**config.mk**
```make
export PLATFORM = sky130hd
export DESIGN_NAME = vip_8to10_expander
export DESIGN_NICKNAME = d
export VERILOG_FILES = /design/src/rtl/vip_8to10_expander.sv
export SDC_FILE = /design/constraint.sdc
export NUM_CORES = 1
export LEC_CHECK = 0
export CAP_MARGIN = 20
export CORE_MARGIN = 10
export CORE_UTILIZATION = 55
export CTS_CLUSTER_SIZE = 8
export DETAILED_ROUTE_END_ITERATION = 16
export PLACE_DENSITY_LB_ADDON = 0.1
export SLEW_MARGIN = 20
export SYNTH_ARGS = -nofsm -noshare
export SYNTH_HDL_FRONTEND = slang
export SYNTH_SLANG_ARGS = --single-unit
```
**constraint.sdc**
```tcl
create_clock -name clk -period 2.15 [get_ports clk]
set_input_delay 0.5375 -clock clk [delete_from_list [all_inputs] [get_ports clk]]
set_output_delay 0.5375 -clock clk [all_outputs]
set_load 0.01 [all_outputs]
```
**src/rtl/vip_8to10_expander.sv**
```systemverilog
// Avalon-ST video widener: 3x8-bit symbol beats in, 3x10-bit symbol beats out.
// Output register plus skid register; sink_ready comes straight from a flop.
module vip_8to10_expander #(
  parameter int unsigned EXPAND_MODE = 1,
  parameter logic [3:0]  CTRL_ID     = 4'hF
) (
  input  logic        clk,
  input  logic        reset_n,
  input  logic [23:0] sink_data,
  input  logic        sink_valid,
  output logic        sink_ready,
  input  logic        sink_sop,
  input  logic        sink_eop,
  output logic [29:0] source_data,
  output logic        source_valid,
  input  logic        source_ready,
  output logic        source_sop,
  output logic        source_eop,
  input  logic        err_clear,
  output logic        err_framing
);

  localparam int unsigned SYM_IN_W  = 8;
  localparam int unsigned SYM_OUT_W = 10;
  localparam int unsigned NSYM      = 3;
  localparam int unsigned OUT_W     = SYM_OUT_W * NSYM;

  logic             in_pkt;
  logic             is_ctrl;
  logic             skid_valid;
  logic             skid_sop;
  logic             skid_eop;
  logic [OUT_W-1:0] skid_data;

  logic             accept;
  logic             emit;
  logic             beat_ctrl;
  logic             use_zx;
  logic             skid_next;
  logic             err_set;
  logic [OUT_W-1:0] mapped;

  // Sop beats and control packets keep numeric value; video symbols widen to full range.
  function automatic logic [SYM_OUT_W-1:0] widen(input logic [SYM_IN_W-1:0] s, input logic zx);
    logic [SYM_OUT_W-1:0] r;
    if (zx)                    r = {2'b00, s};
    else if (EXPAND_MODE != 0) r = {s, s[7:6]};
    else                       r = {s, 2'b00};
    return r;
  endfunction

  always_comb begin
    accept    = sink_valid & sink_ready;
    emit      = source_valid & source_ready;
    beat_ctrl = sink_sop & (sink_data[3:0] == CTRL_ID);
    use_zx    = sink_sop | is_ctrl;
    mapped    = '0;
    for (int i = 0; i < int'(NSYM); i++) begin
      mapped[i*SYM_OUT_W +: SYM_OUT_W] = widen(sink_data[i*SYM_IN_W +: SYM_IN_W], use_zx);
    end
    skid_next = skid_valid ? ~emit : (accept & source_valid & ~source_ready);
    err_set   = accept & (sink_sop ? in_pkt : ~in_pkt);
  end

  // OUT/SKID pipeline; accept never coincides with skid_valid since sink_ready == ~skid_valid.
  always_ff @(posedge clk or negedge reset_n) begin
    if (!reset_n) begin
      source_data  <= '0;
      source_valid <= 1'b0;
      source_sop   <= 1'b0;
      source_eop   <= 1'b0;
      skid_data    <= '0;
      skid_valid   <= 1'b0;
      skid_sop     <= 1'b0;
      skid_eop     <= 1'b0;
      sink_ready   <= 1'b1;
    end else begin
      if (emit && skid_valid) begin
        source_data <= skid_data;
        source_sop  <= skid_sop;
        source_eop  <= skid_eop;
      end else if (accept && (!source_valid || emit)) begin
        source_data  <= mapped;
        source_sop   <= sink_sop;
        source_eop   <= sink_eop;
        source_valid <= 1'b1;
      end else if (accept) begin
        skid_data <= mapped;
        skid_sop  <= sink_sop;
        skid_eop  <= sink_eop;
      end else if (emit) begin
        source_valid <= 1'b0;
      end
      skid_valid <= skid_next;
      sink_ready <= ~skid_next;
    end
  end

  // Framing tracker and sticky error; a new error outranks err_clear.
  always_ff @(posedge clk or negedge reset_n) begin
    if (!reset_n) begin
      in_pkt      <= 1'b0;
      is_ctrl     <= 1'b0;
      err_framing <= 1'b0;
    end else begin
      if (accept) begin
        if (sink_sop) begin
          in_pkt  <= ~sink_eop;
          is_ctrl <= beat_ctrl & ~sink_eop;
        end else if (sink_eop) begin
          in_pkt  <= 1'b0;
          is_ctrl <= 1'b0;
        end
      end
      err_framing <= err_set | (err_framing & ~err_clear);
    end
  end

endmodule

```
==> metrics <==
outcome=complete, no violations; CTS Hold Buffers Added=0; CTS tree=done; Total Routing Usage GR=0.1760; first-pass GRT wire length=12.61 mm; Fmax=495.1 MHz; worst-path cell chain=clkdlybuf4s50_1; Synth Warn #=0; crit end category=output port; worst hold slack=0.2093 ns; Num Clock Sinks=70; Die ar.=9115 µm²; clock share of power=0.228; DRT Wirelength=7.796 mm; clk root buf=clkbuf_8; area of placed instances=3885 µm²; fin. max-slew vios=0; Post-CTS Setup Bufs=0; Sw Ratio=0.3341; Syn Nets=342; row count=27; Clock transition at path regs=0.07 ns; Overall Power=between 5 and 6 mW; sw power=1.860 mW; 1st-iter DRT viols=168; Post-Syn Area=approximately 3100 µm²; worst rel slew slack=0.5639; worst path arrival time=roughly 1.5 ns; vias per inst=5.667; initial core utilization=0.5690; Critical Path RT=1.61 ns; Final ANT Viol Nets=0; Gate power share=0.368; register share of total power=0.404; CP max-delay cell=clkdlybuf4s50_1; clock buffer depth=2; Startpoint Class=register; Die Span X=95.48 µm; Crit Path Max Fanout=11; Final Critical Period=slightly above 2 ns; ANT cells=0; largest net degree at the start of global routing=slightly above 70; TritonRoute pass-1 iters=4; # nets final=407; number of synthesized register bits=70; drt wl/cell=17.21 µm; Final period util=0.9394; pwr dens=between 1000 and 1500 nW/µm²; crit path buf inv count=1; initial antenna violation count=0; Clk Latency, worst-skew pair=0.34 ns; I/O Pins=66; Slew @ Worst Pin=approximately 0.65 ns; Die Ht=95.48 µm; Seq/Total Area, Yosys=0.5595; detailed placement HPWL=5.357 mm; syn_area_per_cell=a little over 10 µm²; fin area=4123 µm²; drc violations=0; Final Hold Violating Endpoints=0; CORE AREA=5507 µm²; most frequent cells in the layout=dfrtp_1, nand2_1, clkdlybuf4s50_1, o21ai_0, o211ai_1; post-cts sizing count=0; gpl congestion=a little under 0.8; number of buffers added on ports=65; Syn-to-layout area delta=31.59%; gr ovfl total=0; Internal=3.708 mW; setup_tns=0 ns; H-Tree Depth=3; critical path type=register to output port; Worst Skew=roughly 0.0055 ns; Max-cap violations=0; commonest non-fill, non-tap cell in the layout=dfrtp_1; Final setup viols=0; Hold Crit Class=input pin to async pin; dpl cells=~440; CP delay by family, top=buffers and inverters; slowest stage delay, CP=0.61 ns; layout cells sized above 1=0.09449; RSZ-0062 raised after global routing=no; Layout Cells excl Fill=453; post-synthesis cell count=approximately 310; leak pwr=1.781 nW; Num CTS Buffers=9; vias in the first global route=between 2000 and 3000; library cells used by synthesis=33; IR drop worst, VDD=0.8339 mV; Vias=2567
## metal layers
layer | GRT usage | part of all wire
met4 | 0.08108 | 0.017
met2 | 0.2778 | 0.49
met3 | 0.04399 | 0.060
met5 | 0 | 0
met1 | 0.2231 | 0.43
## power groups by stage
| stage | Combinational (mW) | Clock [mW] | Sequential, mW |
|---|---|---|---|
| after floorplan | 0.962 | 0 | 2.33 |
| final | 2.05 | 1.27 | 2.25 |
| after global placement | 1.99 | 0 | 2.26 |
| after CTS | 2.07 | 1.29 | 2.25 |
| after detailed placement | 2.07 | 0 | 2.27 |
| after global routing | 2.26 | 1.33 | 2.33 |
## cells by family after synthesis
group,synth area share
flops,0.5595
buf+inv,0.04472
simple gates,0.1098
xor+xnor,0.002796
mux,0.07708
compound gates,0.2061
## state kept, by name, indices dropped and copies added, names as in the netlist
signal,cells
source_data,30
sink_ready,1
source_valid,1
in_pkt,1
source_eop,1
skid_sop,1
skid_data,30
is_ctrl,1
source_sop,1
skid_eop,1
skid_valid,1
err_framing,1
## Yosys cell counts
| cell type | instances | area share |
|---|---|---|
| nand4b_2 | 1 | 0.0048 |
| a31oi_1 | 1 | 0.0020 |
| or3b_1 | 1 | 0.0028 |
| o211ai_1 | 30 | 0.072 |
| buf_1 | 1 | 0.0012 |
| buf_2 | 4 | 0.0064 |
| inv_1 | 4 | 0.0048 |
| nand2_1 | 68 | 0.081 |
| a2111o_1 | 1 | 0.0036 |
| xor2_1 | 1 | 0.0028 |
| buf_4 | 2 | 0.0048 |
| mux2_1 | 1 | 0.0036 |
| a21o_1 | 2 | 0.0048 |
| nand4_1 | 1 | 0.0020 |
| nor2b_1 | 2 | 0.0040 |
| mux2i_1 | 23 | 0.073 |
| nand3_1 | 1 | 0.0016 |
| and3_1 | 1 | 0.0020 |
| buf_6 | 3 | 0.011 |
| and4b_1 | 1 | 0.0032 |
| o221a_2 | 1 | 0.0036 |
| o21ai_0 | 36 | 0.058 |
| o31ai_1 | 1 | 0.0024 |
| and2_1 | 1 | 0.0020 |
| a22oi_2 | 1 | 0.0040 |
| dfrtp_1 | 69 | 0.55 |
| clkbuf_1 | 14 | 0.017 |
| o22ai_1 | 1 | 0.0020 |
| nor2_4 | 1 | 0.0036 |
| nor2_1 | 2 | 0.0024 |
| a21oi_1 | 5 | 0.0080 |
| o21ai_1 | 29 | 0.046 |
| dfstp_2 | 1 | 0.0084 |
## cell type report
type,instances,area (µm²)
flip-flops and latches,70,1753
fillers,379,1384
multi-input cells,213,1246
repair buffers,78,780.7
clock buffers,10,127.6
clock inverters,6,110.1
well taps,72,90.09
inverters,4,15.01
## path summary, 6_finish.rpt
check                              from              to  slack [ns]  cells past startpoint
setup / recovery           source_valid    source_valid        0.13                      1
max in group asynchronous       reset_n      sink_ready        1.61                      2
hold reg to reg            skid_data[1]    skid_data[1]        0.49                      2
hold / removal                  reset_n    skid_data[6]        0.21                      2
min in group clk           skid_data[1]    skid_data[1]        0.49                      2
setup reg to reg           source_valid  source_data[3]        0.32                      4
## through the flow
stage | setup WS, ns | util
2_1_floorplan | 0.6484 | -
5_1_grt | 0.08284 | 0.7487
6_report | 0.1303 | 0.7487
3_3_place_gp | 0.06513 | 0.7055
3_5_place_dp | 0.00008415 | 0.7055
4_1_cts | 0.1153 | 0.7487
(Power assumes the default switching activity.)
